--- src/rtl/sramc_drain_sequencer_if.sv ---
// SRAMC read port and result stream bundle for the drain sequencer.
// master = sequencer side, slave = SRAMC / SoC side.
interface sramc_drain_sequencer_if #(
    parameter int DATA_W = 128,
    parameter int ADDR_W = 10,
    parameter int MAT_W  = 4
) ();

    logic              core_req_i;
    logic              sram_req_o;
    logic [ADDR_W-1:0] sram_addr_o;
    logic [DATA_W-1:0] sram_rdata_i;

    logic              out_valid_o;
    logic              out_ready_i;
    logic [DATA_W-1:0] out_data_o;
    logic [MAT_W-1:0]  out_mat_o;
    logic              out_last_o;

    modport master (
        input  core_req_i,
        input  sram_rdata_i,
        input  out_ready_i,
        output sram_req_o,
        output sram_addr_o,
        output out_valid_o,
        output out_data_o,
        output out_mat_o,
        output out_last_o
    );

    modport slave (
        output core_req_i,
        output sram_rdata_i,
        output out_ready_i,
        input  sram_req_o,
        input  sram_addr_o,
        input  out_valid_o,
        input  out_data_o,
        input  out_mat_o,
        input  out_last_o
    );

endinterface

--- src/rtl/sramc_drain_sequencer.sv ---
// Drains finished SAURIA result tensors from the SRAMC bank line by line
// and streams them out, tagged with matrix index and last-line marker.
module sramc_drain_sequencer #(
    parameter int DATA_W        = 128,
    parameter int ADDR_W        = 10,
    parameter int LINES_PER_MAT = 64,
    parameter int MAT_W         = 4,
    parameter int FIFO_DEPTH    = 4
) (
    input  logic             clk_i,
    input  logic             rst_i,
    input  logic             start_i,
    input  logic [MAT_W-1:0] base_mat_i,
    input  logic [MAT_W:0]   num_mats_i,
    input  logic             abort_i,
    output logic             busy_o,
    output logic             done_o,
    sramc_drain_sequencer_if.master bus
);

    localparam int LINE_W = $clog2(LINES_PER_MAT);
    localparam int PTR_W  = $clog2(FIFO_DEPTH);
    localparam int CNT_W  = PTR_W + 1;

    localparam logic [LINE_W-1:0] LINE_MAX = LINE_W'(LINES_PER_MAT - 1);
    localparam logic [MAT_W:0]    MAT_ONE  = (MAT_W + 1)'(1);
    localparam logic [CNT_W-1:0]  DEPTH_C  = CNT_W'(FIFO_DEPTH);

    typedef enum logic [1:0] {
        IDLE,
        RUN,
        FLUSH,
        DONE
    } state_t;

    state_t state_q;
    state_t state_d;

    logic [MAT_W-1:0]  base_q;
    logic [MAT_W:0]    num_q;
    logic [MAT_W:0]    mat_cnt_q;
    logic [LINE_W-1:0] line_cnt_q;

    logic              infl_q;
    logic [MAT_W-1:0]  infl_mat_q;
    logic              infl_last_q;

    logic [DATA_W-1:0]     fifo_data [FIFO_DEPTH];
    logic [MAT_W-1:0]      fifo_mat  [FIFO_DEPTH];
    logic [FIFO_DEPTH-1:0] fifo_last;
    logic [PTR_W-1:0]      wr_ptr_q;
    logic [PTR_W-1:0]      rd_ptr_q;
    logic [CNT_W-1:0]      count_q;

    logic             start_ok;
    logic             abort_act;
    logic             issue;
    logic             credit;
    logic             line_end;
    logic             mat_end;
    logic [MAT_W-1:0] mat_abs;
    logic             valid;
    logic             push;
    logic             pop;

    assign start_ok  = (state_q == IDLE) && start_i;
    assign abort_act = (state_q != IDLE) && abort_i;
    assign mat_abs   = base_q + mat_cnt_q[MAT_W-1:0];
    assign line_end  = (line_cnt_q == LINE_MAX);
    assign mat_end   = (mat_cnt_q == (num_q - MAT_ONE));

    // A line already requested but not yet landed still owns a FIFO slot.
    assign credit = (count_q + CNT_W'(infl_q)) < DEPTH_C;

    assign valid = (count_q != '0);
    assign pop   = valid && bus.out_ready_i;
    assign push  = infl_q && !abort_act;

    // FSM state register.
    always_ff @(posedge clk_i or posedge rst_i) begin
        if (rst_i) begin
            state_q <= IDLE;
        end else begin
            state_q <= state_d;
        end
    end

    // Next-state and read-issue decision.
    always_comb begin
        state_d = state_q;
        issue   = 1'b0;
        unique case (state_q)
            IDLE: begin
                // An empty drain passes through FLUSH so done_o lands
                // on the same cycle offset as the nothing-left check.
                if (start_i) begin
                    state_d = (num_mats_i == '0) ? FLUSH : RUN;
                end
            end
            RUN: begin
                if (!bus.core_req_i && credit) begin
                    issue = 1'b1;
                    if (line_end && mat_end) begin
                        state_d = FLUSH;
                    end
                end
            end
            FLUSH: begin
                // Finish as soon as the last beat is handed over.
                if (!infl_q &&
                    ((count_q == '0) ||
                     ((count_q == CNT_W'(1)) && pop))) begin
                    state_d = DONE;
                end
            end
            DONE: begin
                state_d = IDLE;
            end
            default: begin
                state_d = IDLE;
            end
        endcase
        if (abort_act) begin
            state_d = IDLE;
            issue   = 1'b0;
        end
    end

    // Drain parameters and line/matrix position counters.
    always_ff @(posedge clk_i or posedge rst_i) begin
        if (rst_i) begin
            base_q     <= '0;
            num_q      <= '0;
            mat_cnt_q  <= '0;
            line_cnt_q <= '0;
        end else if (start_ok) begin
            base_q     <= base_mat_i;
            num_q      <= num_mats_i;
            mat_cnt_q  <= '0;
            line_cnt_q <= '0;
        end else if (issue) begin
            line_cnt_q <= line_cnt_q + LINE_W'(1);
            if (line_end) begin
                mat_cnt_q <= mat_cnt_q + MAT_ONE;
            end
        end
    end

    // Tags of the single read in flight, applied when its data returns.
    always_ff @(posedge clk_i or posedge rst_i) begin
        if (rst_i) begin
            infl_q      <= 1'b0;
            infl_mat_q  <= '0;
            infl_last_q <= 1'b0;
        end else begin
            infl_q <= issue;
            if (issue) begin
                infl_mat_q  <= mat_abs;
                infl_last_q <= line_end;
            end
        end
    end

    // FIFO pointers and occupancy; an abort throws away buffered lines.
    always_ff @(posedge clk_i or posedge rst_i) begin
        if (rst_i) begin
            wr_ptr_q <= '0;
            rd_ptr_q <= '0;
            count_q  <= '0;
        end else if (abort_act) begin
            wr_ptr_q <= '0;
            rd_ptr_q <= '0;
            count_q  <= '0;
        end else begin
            if (push) begin
                wr_ptr_q <= wr_ptr_q + PTR_W'(1);
            end
            if (pop) begin
                rd_ptr_q <= rd_ptr_q + PTR_W'(1);
            end
            unique case ({push, pop})
                2'b10:   count_q <= count_q + CNT_W'(1);
                2'b01:   count_q <= count_q - CNT_W'(1);
                default: count_q <= count_q;
            endcase
        end
    end

    // FIFO storage; contents are only observable while valid.
    always_ff @(posedge clk_i) begin
        if (push) begin
            fifo_data[wr_ptr_q] <= bus.sram_rdata_i;
            fifo_mat[wr_ptr_q]  <= infl_mat_q;
            fifo_last[wr_ptr_q] <= infl_last_q;
        end
    end

    assign busy_o = (state_q != IDLE);
    assign done_o = (state_q == DONE) && !abort_i;

    assign bus.sram_req_o  = issue;
    assign bus.sram_addr_o = ADDR_W'({mat_abs, line_cnt_q});

    assign bus.out_valid_o = valid;
    assign bus.out_data_o  = valid ? fifo_data[rd_ptr_q] : '0;
    assign bus.out_mat_o   = valid ? fifo_mat[rd_ptr_q] : '0;
    assign bus.out_last_o  = valid && fifo_last[rd_ptr_q];

endmodule

--- src/flat_wrapper.sv ---
// flat-port wrapper written by rule: the top's interface ports become plain ports
module sramc_drain_sequencer_flat 
#(
    parameter int DATA_W        = 128,
    parameter int ADDR_W        = 10,
    parameter int LINES_PER_MAT = 64,
    parameter int MAT_W         = 4,
    parameter int FIFO_DEPTH    = 4
)
  (clk_i, rst_i, start_i, base_mat_i, num_mats_i, abort_i, busy_o, done_o, bus_core_req_i, bus_sram_rdata_i, bus_out_ready_i, bus_sram_req_o, bus_sram_addr_o, bus_out_valid_o, bus_out_data_o, bus_out_mat_o, bus_out_last_o);
  sramc_drain_sequencer_if #(.DATA_W(DATA_W), .ADDR_W(ADDR_W), .MAT_W(MAT_W)) bus_i ();
  input  logic clk_i;
  input  logic rst_i;
  input  logic start_i;
  input  logic [MAT_W-1:0] base_mat_i;
  input  logic [MAT_W:0] num_mats_i;
  input  logic abort_i;
  output logic busy_o;
  output logic done_o;
  input wire logic [$bits(bus_i.core_req_i)-1:0] bus_core_req_i;
  input wire logic [$bits(bus_i.sram_rdata_i)-1:0] bus_sram_rdata_i;
  input wire logic [$bits(bus_i.out_ready_i)-1:0] bus_out_ready_i;
  output wire logic [$bits(bus_i.sram_req_o)-1:0] bus_sram_req_o;
  output wire logic [$bits(bus_i.sram_addr_o)-1:0] bus_sram_addr_o;
  output wire logic [$bits(bus_i.out_valid_o)-1:0] bus_out_valid_o;
  output wire logic [$bits(bus_i.out_data_o)-1:0] bus_out_data_o;
  output wire logic [$bits(bus_i.out_mat_o)-1:0] bus_out_mat_o;
  output wire logic [$bits(bus_i.out_last_o)-1:0] bus_out_last_o;
  assign bus_i.core_req_i = bus_core_req_i;
  assign bus_i.sram_rdata_i = bus_sram_rdata_i;
  assign bus_i.out_ready_i = bus_out_ready_i;
  assign bus_sram_req_o = bus_i.sram_req_o;
  assign bus_sram_addr_o = bus_i.sram_addr_o;
  assign bus_out_valid_o = bus_i.out_valid_o;
  assign bus_out_data_o = bus_i.out_data_o;
  assign bus_out_mat_o = bus_i.out_mat_o;
  assign bus_out_last_o = bus_i.out_last_o;
  sramc_drain_sequencer #(.DATA_W(DATA_W), .ADDR_W(ADDR_W), .LINES_PER_MAT(LINES_PER_MAT), .MAT_W(MAT_W), .FIFO_DEPTH(FIFO_DEPTH)) u_core (.clk_i(clk_i), .rst_i(rst_i), .start_i(start_i), .base_mat_i(base_mat_i), .num_mats_i(num_mats_i), .abort_i(abort_i), .busy_o(busy_o), .done_o(done_o), .bus(bus_i));
endmodule
--- config.mk ---
export PLATFORM = sky130hd
export DESIGN_NAME = sramc_drain_sequencer_flat
export DESIGN_NICKNAME = d
export VERILOG_FILES = /design/src/rtl/sramc_drain_sequencer_if.sv /design/src/rtl/sramc_drain_sequencer.sv /design/src/flat_wrapper.sv
export SDC_FILE = /design/constraint.sdc
export NUM_CORES = 1
export LEC_CHECK = 0
export BUFFER_PORTS_ARGS = -buffer_cell sky130_fd_sc_hd__clkbuf_2
export CORE_ASPECT_RATIO = 0.9
export CORE_MARGIN = 2
export CORE_UTILIZATION = 35
export DETAILED_ROUTE_END_ITERATION = 10
export SLEW_MARGIN = 20
export SYNTH_ARGS = -nofsm -noshare
export SYNTH_HDL_FRONTEND = slang
export SYNTH_SLANG_ARGS = --single-unit
--- constraint.sdc ---
create_clock -name clk_i -period 4.31 [get_ports clk_i]
set_input_delay 0.2155 -clock clk_i [delete_from_list [all_inputs] [get_ports clk_i]]
set_output_delay 0.2155 -clock clk_i [all_outputs]
set_load 0.01 [all_outputs]
==> results of run 1 <==
-- power breakdown --
part | switching, mW | total [mW] | internal [mW]
sequential | 0.335 | 6.81 | 6.48
combinational | 2.57 | 4.97 | 2.40
clock | 2.04 | 5.19 | 3.15
total | 4.94 | 17.0 | 12.0
-- cells in the mapped netlist (2+ instances only) --
library cell | count | share of area
sky130_fd_sc_hd__a211o_1 | 3 | 0.0012
sky130_fd_sc_hd__a211oi_1 | 2 | 0.00068
sky130_fd_sc_hd__a21o_1 | 2 | 0.00068
sky130_fd_sc_hd__a21oi_1 | 5 | 0.0011
sky130_fd_sc_hd__and2_1 | 136 | 0.038
sky130_fd_sc_hd__and3_1 | 4 | 0.0011
sky130_fd_sc_hd__buf_1 | 5 | 0.00085
sky130_fd_sc_hd__buf_2 | 16 | 0.0036
sky130_fd_sc_hd__buf_4 | 2 | 0.00068
sky130_fd_sc_hd__clkbuf_1 | 27 | 0.0046
sky130_fd_sc_hd__dfrtp_1 | 35 | 0.040
sky130_fd_sc_hd__edfxtp_1 | 532 | 0.72
sky130_fd_sc_hd__ha_1 | 20 | 0.011
sky130_fd_sc_hd__inv_1 | 18 | 0.0030
sky130_fd_sc_hd__mux2i_1 | 3 | 0.0014
sky130_fd_sc_hd__mux4_2 | 133 | 0.14
sky130_fd_sc_hd__nand2_1 | 41 | 0.0069
sky130_fd_sc_hd__nand2b_1 | 2 | 0.00056
sky130_fd_sc_hd__nand3_1 | 3 | 0.00068
sky130_fd_sc_hd__nand4_1 | 3 | 0.00085
sky130_fd_sc_hd__nor2_1 | 18 | 0.0030
sky130_fd_sc_hd__nor2b_1 | 4 | 0.0011
sky130_fd_sc_hd__nor3_1 | 4 | 0.00090
sky130_fd_sc_hd__nor4_2 | 2 | 0.0011
sky130_fd_sc_hd__o21ai_0 | 8 | 0.0018
sky130_fd_sc_hd__o22ai_1 | 2 | 0.00056
sky130_fd_sc_hd__or3_1 | 2 | 0.00056
sky130_fd_sc_hd__xnor2_1 | 16 | 0.0063
sky130_fd_sc_hd__xor2_1 | 5 | 0.0020
-- registers in the layout (all words and copies together), names as in the netlist --
signal,flops
u_core.infl_q,1
u_core.infl_mat_q,4
u_core.count_q,3
u_core.fifo_last,4
u_core.fifo_mat,16
u_core.rd_ptr_q,2
u_core.fifo_data,512
u_core.base_q,4
u_core.line_cnt_q,6
u_core.wr_ptr_q,2
u_core.state_q,2
u_core.num_q,5
u_core.mat_cnt_q,5
u_core.infl_last_q,1
-- through the flow --
stage / instances / util
after global placement: 2174 / 0.395
after CTS: 2416 / 0.449
after floorplan: 1072 / -
after detailed placement: 2174 / 0.395
after global routing: 2416 / 0.449
final: 2417 / 0.449
-- metal layers --
metal / GRT usage / up-vias / routed length [um]
li1: - / 5165 / -
met2: 0.253 / 224 / 24300
met4: 0.0421 / 0 / 951
met3: 0.0243 / 65 / 1840
met5: 0 / - / 0
met1: 0.190 / 5947 / 20200
-- logic make-up after synthesis --
logic type                 after synthesis  synth area share
DFF                                    567             0.761
and+or+nand+nor                        228            0.0595
muxes                                  138             0.138
buffers and inverters                   70            0.0134
AOI/OAI and AO/OA                       27           0.00779
xor gates and xnor gates                21           0.00830
adders and majority gates               21            0.0122
-- repair_timing --
action / 4_1_cts / 5_1_grt
setup endpoints to repair: 0 / 0
hold endpoints to repair: 556 / 0
hold buffers: 138 / 0
-- cell type report --
class | instances | area share
Clock buffer | 70 | 0.0540
Sequential cell | 567 | 0.600
Multi-Input combinational cell | 435 | 0.179
Antenna cell | 1 | 0.0000891
Timing Repair Buffer | 446 | 0.111
Tap cell | 845 | 0.0376
Clock inverter | 34 | 0.0160
Inverter | 19 | 0.00254
-- path summary, 6_finish.rpt --
kind,start,endpoint
min,bus_out_ready_i,u_core.rd_ptr_q[0]
max in group asynchronous,rst_i,u_core.rd_ptr_q[1]
min reg2reg,u_core.base_q[0],u_core.base_q[0]
min in group asynchronous,rst_i,u_core.state_q[1]
max reg2reg,u_core.state_q[0],u_core.fifo_data[3][3]
max,u_core.rd_ptr_q[0],bus_out_data_o[27]
-- worst max-delay path, delay by kind of cell (launching register included) --
family	cells	cell delay, ps
simple gates	1	180
flops	1	1010
mux	1	560
buf+inv	2	620
==> metrics list, run 1 <==
- The signal on the critical path passes through buf_4 > mux4_2 > and2_1 > clkbuf_2.
- The critical path is of the reg2out type.
- Post-route minimum period: around 3200 ps
- The clock passes through at most 3 buffers.
* Die Ht: around 240 um
- Register Area: 16900 um^2
- Adding up every negative setup slack in the final design gives 0 ps.
* Post-layout power: between 15 and 20 mW
- Horizontal extent of the die: around 270 um
- Worst clock skew: between 15 and 20 ps
* Post-CTS setup-driven buffer insertion count: 0
- Area of the multi-input gates: 5030 um^2
- The worst register-to-register path has a setup slack of 1670 ps.
- Number of top-level design ports: 290
- Period Utilization, post-route: 0.736
- Data on the critical path is required at its endpoint by a little over 4000 ps.
- In this run, the number of DRC markers left after iteration 0 of detailed routing was between 700 and 800.
* Number of endpoints with negative hold slack in the final report: 0
* Worst hold path class: in2reg
- Synthesized flop and latch total: 567
- After floorplanning, the core was sized to cover between 60000 and 70000 um^2.
* Effective utilization at floorplan: 0.354
* HPWL after detailed placement: roughly 28000 um
- For this run, the register share of the synthesized area comes to 0.761.
- First-pass GRT wire length: between 70000 and 80000 um
- The largest single stage delay on the critical path is 1010 ps.
* Residual overflow from global routing: 0
- Leaving out fill and tap cells, the most frequent cell in the layout is sky130_fd_sc_hd__edfxtp_1.
- In this run the cell area measured after placement is ~25000 um^2.
- Synthesis produced a netlist with a net count of between 1000 and 1500.
- Leak Pwr: approximately 9.8 nW
- Yosys mapped the design onto 48 distinct sky130hd cell types.
- The initialized floorplan defines just under 90 standard-cell rows.
- Relative slew slack: 0.406
- For this run, the total global-route usage over all layers was measured as 0.146.
* # Max-Cap Violations: 0
- Final wirelength: approximately 47000 um
- Number of routed nets with antenna violations: 0
- Largest fanout on the critical path: 37
- In this run the clock root is driven by a sky130_fd_sc_hd__clkbuf_16.
- Power spread over the standard cell area amounts to 604 nW/um^2.
- The number of global-route vias before repair is between 10000 and 15000.
* Pins Over Slew Limit: 0
- STA classifies the critical path startpoint as a flop.
- Final net count: approximately 1700
* Slew @ Worst Pin: a little under 900 ps
- Main flop type after synthesis: sky130_fd_sc_hd__edfxtp_1
- Cell area after synthesis: about 22000 um^2
- Clock latency on the worst-skew pair, taken at its later pin, is ~600 ps.
- Clock-pin slew was measured on the worst setup and hold paths at roughly 60 ps.
* Critical Path Slowest Stage Cell: sky130_fd_sc_hd__dfrtp_4
- Commonest cells after routing, fill and taps aside: 532 x sky130_fd_sc_hd__edfxtp_1, 289 x sky130_fd_sc_hd__clkbuf_2, 138 x sky130_fd_sc_hd__dlygate4sd3_1
- The routed layout has between 10000 and 15000 vias.
* Min setup slack post-route: about 1100 ps
* CTS tree: done
* Run status: completed
- Share of cells above drive strength 1: 0.346
* Maximum resistive drop on vdd: approximately 0.35 mV
* Synth async-reset ratio: 0.0617
* Total clock sinks: ~570
- Routed length per placed instance: just under 20 um
* GP Congestion: about 0.75
* Syn-to-layout area delta: 26.8%
- Cell count of the worst hold path: 4
- CP Data Arrival Time: slightly below 3000 ps
* Number of inserted filler cells in the final layout: 5388
- Yosys mapped a number of flops with a built-in enable equal to ~530.
* PortBufs: between 200 and 300
* Vias per Instance: between 4 and 5
* Setup repair after global routing missed its margin: no
- The number of antenna violations at the first check in global routing is 1.
- Mean instance size in the synthesized netlist: 20.7 um^2
* Cell count after synthesis: between 1000 and 1500
* Cts bufs inserted: 59
* Worst hold slack across all endpoints: between 80 and 90 ps
* Total die area: 65300 um^2
- For this run, the number of Yosys warnings is 0.
- The H-tree was split into 2 levels.
- Worst slack, placed: about 1600 ps
- Finish-stage setup viols: 0
* Number of cell instances on the worst register-to-register path: 5
- Post-route DRC: 0
- Gates resized during post-CTS repair numbered 0.
- STA classifies the critical path endpoint as a primary output.
- The pre-antenna-repair detailed-routing pass consisted of 4 iterations.
- Largest net degree at the start of global routing: 68
* Max Fclk: 315 MHz
- After routing the design area is roughly 28000 um^2.
No activity file was read; power rests on OpenSTA's default activity.
==> run 2, diff against run 1 <==
Clock period 4.31 ns to 3 ns, I/O delays scaled along.
==> run 2 against run 1 <==
- count of clock-buffer cells in the layout rose by 6
- critical endpoint is now bus_out_data_o[17]
- non-clock buffer count is 6 higher
- global-route usage is essentially flat
- critical path type unchanged
- highest routed layer is now met5
- clock skew is 5.0 ps lower
==> metrics list, run 2 (same netlist as run 1, synthesis figures left out) <==
* Critical Path Slowest Stage Cell: sky130_fd_sc_hd__dfrtp_4
- Final net count: 1698 (+0.35%)
- The flow ran to the end, and the final reports show no timing, DRC or antenna violations.
- The total global-route track usage came to 0.146 (-0.000294).
- Period Utilization, post-route: 0.902
- Counting flops per register, the top entry is u_core.fifo_data.
- Gate family responsible for the most delay along the worst path: flip-flops
- The endpoint identified for the worst register-to-register timing path is u_core.fifo_data[2][83].
* Worst clock skew: 12.6 ps (-5.03 ps)
- FF-to-FF Start: u_core.state_q[0]
- The static leakage came to 9.86 nW (+0.21%).
- Setup repair after global routing left no endpoint under its margin.
* Floorplan row count: 87 (unchanged)
- Number of endpoints with negative hold slack in the final report: 0 (unchanged)
* Most frequent standard cell in the layout excluding fill and tap cells: sky130_fd_sc_hd__edfxtp_1
- The worst setup path is launched from a flop.
* Max H-tree Level: 2 (unchanged)
- Sum Neg Setup Slack: 0 ps (unchanged)
- From synthesis to final layout, the design area changed by 27.1%.
- Cts bufs inserted: 59 (unchanged)
- Worst hold slack across all endpoints: 30.5 ps (-56.4 ps)
* GP Congestion: 0.753 (+0.33%)
* Relative slew slack: 0.407 (+0.00162)
- The root buffer cell chosen for the clock tree is sky130_fd_sc_hd__clkbuf_16.
- Register-to-register path setup slack: 670 ps (-1000 ps)
- Worst hold path class: in2reg
* Number of antenna violations at the first check in global routing: 2 (+1)
- Critical path buffer and inverter count: 2 (unchanged)
* Max FFs per register: 512 (unchanged)
- The fraction of layout cells with a size suffix above 1 is 0.347 (about the same).
- The largest registers in the layout are u_core.fifo_data (512), u_core.fifo_mat (16), u_core.line_cnt_q (6).
- The maximum clock insertion buffer count is 3 (unchanged).
- Endpoint, Worst Hold: u_core.base_q[2]
- The die area came to 65300 um^2 (unchanged).
- The total DRC errors in the routed layout is 0 (unchanged).
- The wire length of the first global-routing pass is 73700 um (+0.11%).
* Largest net degree at the start of global routing: 135 (+99%)
- Post-route minimum period: 2710 ps
- The average wire per cell in the routed design came to 19.5 um (about the same).
- The number of cells on the worst reg-to-reg path is 5 (unchanged).
- CP Capture Type: primary output
- Total clock sinks: 567 (unchanged)
* Largest fanout on the critical path: 41 (+11%)
* Number of buffers inserted by hold repair at cts: 141 (+2.2%)
- HP Start: start_i
- Cell Chain, Critical Path: buf_12 > mux4_2 > and2_1 > clkbuf_2
* Largest stage delay, worst path: 680 ps (-330 ps)
* Required time of the critical path: 2850 ps (-1240 ps)
* Finish-stage setup viols: 0 (unchanged)
- The number of cells on the critical path is 4 (unchanged).
- Slew @ Worst Pin: 888 ps (-3.41 ps)
- The number of violations reported at the end of detailed-routing iteration 0 is 778 (+3.6%).
* Cell Pwr Density: 860 nW/um^2 (+42%)
- The max-slew violation count is 0 (unchanged).
- CTS tree: done
- Max Fclk: ~370 MHz
* PortBufs: 289 (unchanged)
- Core box area: 62600 um^2 (unchanged)
- The worst IR drop on VDD was 0.544 mV (+57%).
- PostCTS Resize Cnt: 0 (unchanged)
* Vias in the first global route: 12700 (+1.7%)
- The die outline width was 269 um (unchanged).
- The reported max-cap violation count was 0 (unchanged).
* Number of top-level design ports: 290 (unchanged)
* Commonest cells after routing, fill and taps aside: 532 x sky130_fd_sc_hd__edfxtp_1, 289 x sky130_fd_sc_hd__clkbuf_2, 141 x sky130_fd_sc_hd__dlygate4sd3_1
- The total power is 24.2 mW (+43%).
- Post-CTS setup-driven buffer insertion count: 0 (unchanged)
- The cell count after placement was 2177 (+0.14%).
* Effective utilization at floorplan: 0.354 (unchanged)
* Clock latency on the worst-skew pair: 600 ps (about the same)
- Classification of the worst setup path: reg2out
- The total wirelength of the detailed-routed design is 47500 um (+0.66%).
* Vias per Instance: 4.73 (+0.23%)
- Residual overflow from global routing: 0 (unchanged)
- Number of routed nets with antenna violations: 0 (unchanged)
* Number of cells in the finished layout apart from fillers: 2431 (+0.58%)
- The critical path starts at u_core.rd_ptr_q[0].
- Cell count of the worst hold path: 4 (unchanged)
- Number of inserted filler cells in the final layout: 5417 (+0.54%)
* Detailed-router iteration count before antenna repair: 6 (+2)
- HPWL after detailed placement: 27400 um (-0.57%)
* Die Ht: 243 um (unchanged)
- The critical path data arrival time is 2560 ps (-400 ps).
- Reg clk slew, reported paths: 60 ps (about the same)
- Vias: 11500 (+0.81%)
## run 2: cell types whose count changed in the layout (fill, tap and decap cells not counted), moves of 3 or more
cell                            previous run  this run
sky130_fd_sc_hd__buf_4                     8         5
sky130_fd_sc_hd__buf_12                   11        17
sky130_fd_sc_hd__clkinv_2                  9        13
sky130_fd_sc_hd__clkbuf_1                 11        16
sky130_fd_sc_hd__bufinv_16                11         6
sky130_fd_sc_hd__dlygate4sd3_1           138       141
## run 2: final cells by class
type | count | area [um^2] | area share
Clock inverter | 35 | 343 | 0.0122
Clock buffer | 76 | 1560 | 0.0554
Sequential cell | 567 | 16900 | 0.599
Tap cell | 845 | 1060 | 0.0375
Inverter | 19 | 71.3 | 0.00253
Timing Repair Buffer | 452 | 3240 | 0.115
Multi-Input combinational cell | 435 | 5030 | 0.179
Antenna cell | 2 | 5.00 | 0.000178
## run 2: worst min-delay path, stage by stage
cell	delay (ps)
sky130_fd_sc_hd__clkbuf_2	110
sky130_fd_sc_hd__nand2_1	180
sky130_fd_sc_hd__nand2_1	120
sky130_fd_sc_hd__nand2_1	50
## run 2: worst max-delay path by stage
stage,endpoint
floorplan,u_core.fifo_data[0][0]
global placement,u_core.fifo_data[2][88]
detailed placement,u_core.fifo_data[2][94]
CTS,bus_out_data_o[54]
global route,bus_out_data_o[53]
finish,bus_out_data_o[17]
## run 2: report_power, final
part	internal, mW	total (mW)	switching (mW)	leakage, nW
sequential	9.31	9.66	0.358	5.26
clock	4.19	7.14	2.96	0.924
combinational	3.54	7.41	3.87	3.67
total	17.0	24.2	7.18	9.86
## run 2: routing by layer
| metal | GRT usage | vias up | share of wire |
|---|---|---|---|
| li1 | - | 5186 | - |
| met1 | 0.189 | 5981 | 0.43 |
| met2 | 0.249 | 248 | 0.50 |
| met3 | 0.0260 | 76 | 0.044 |
| met4 | 0.0458 | 2 | 0.023 |
| met5 | 0 | - | 0.00027 |
## run 2: per-stage QoR
stage	util	area, um^2	setup slack, ps
after floorplan	-	22200	-53.8
after detailed placement	0.397	24800	637
after global placement	0.397	24800	676
final	0.450	28200	294
after CTS	0.450	28200	168
after global routing	0.450	28200	97.4
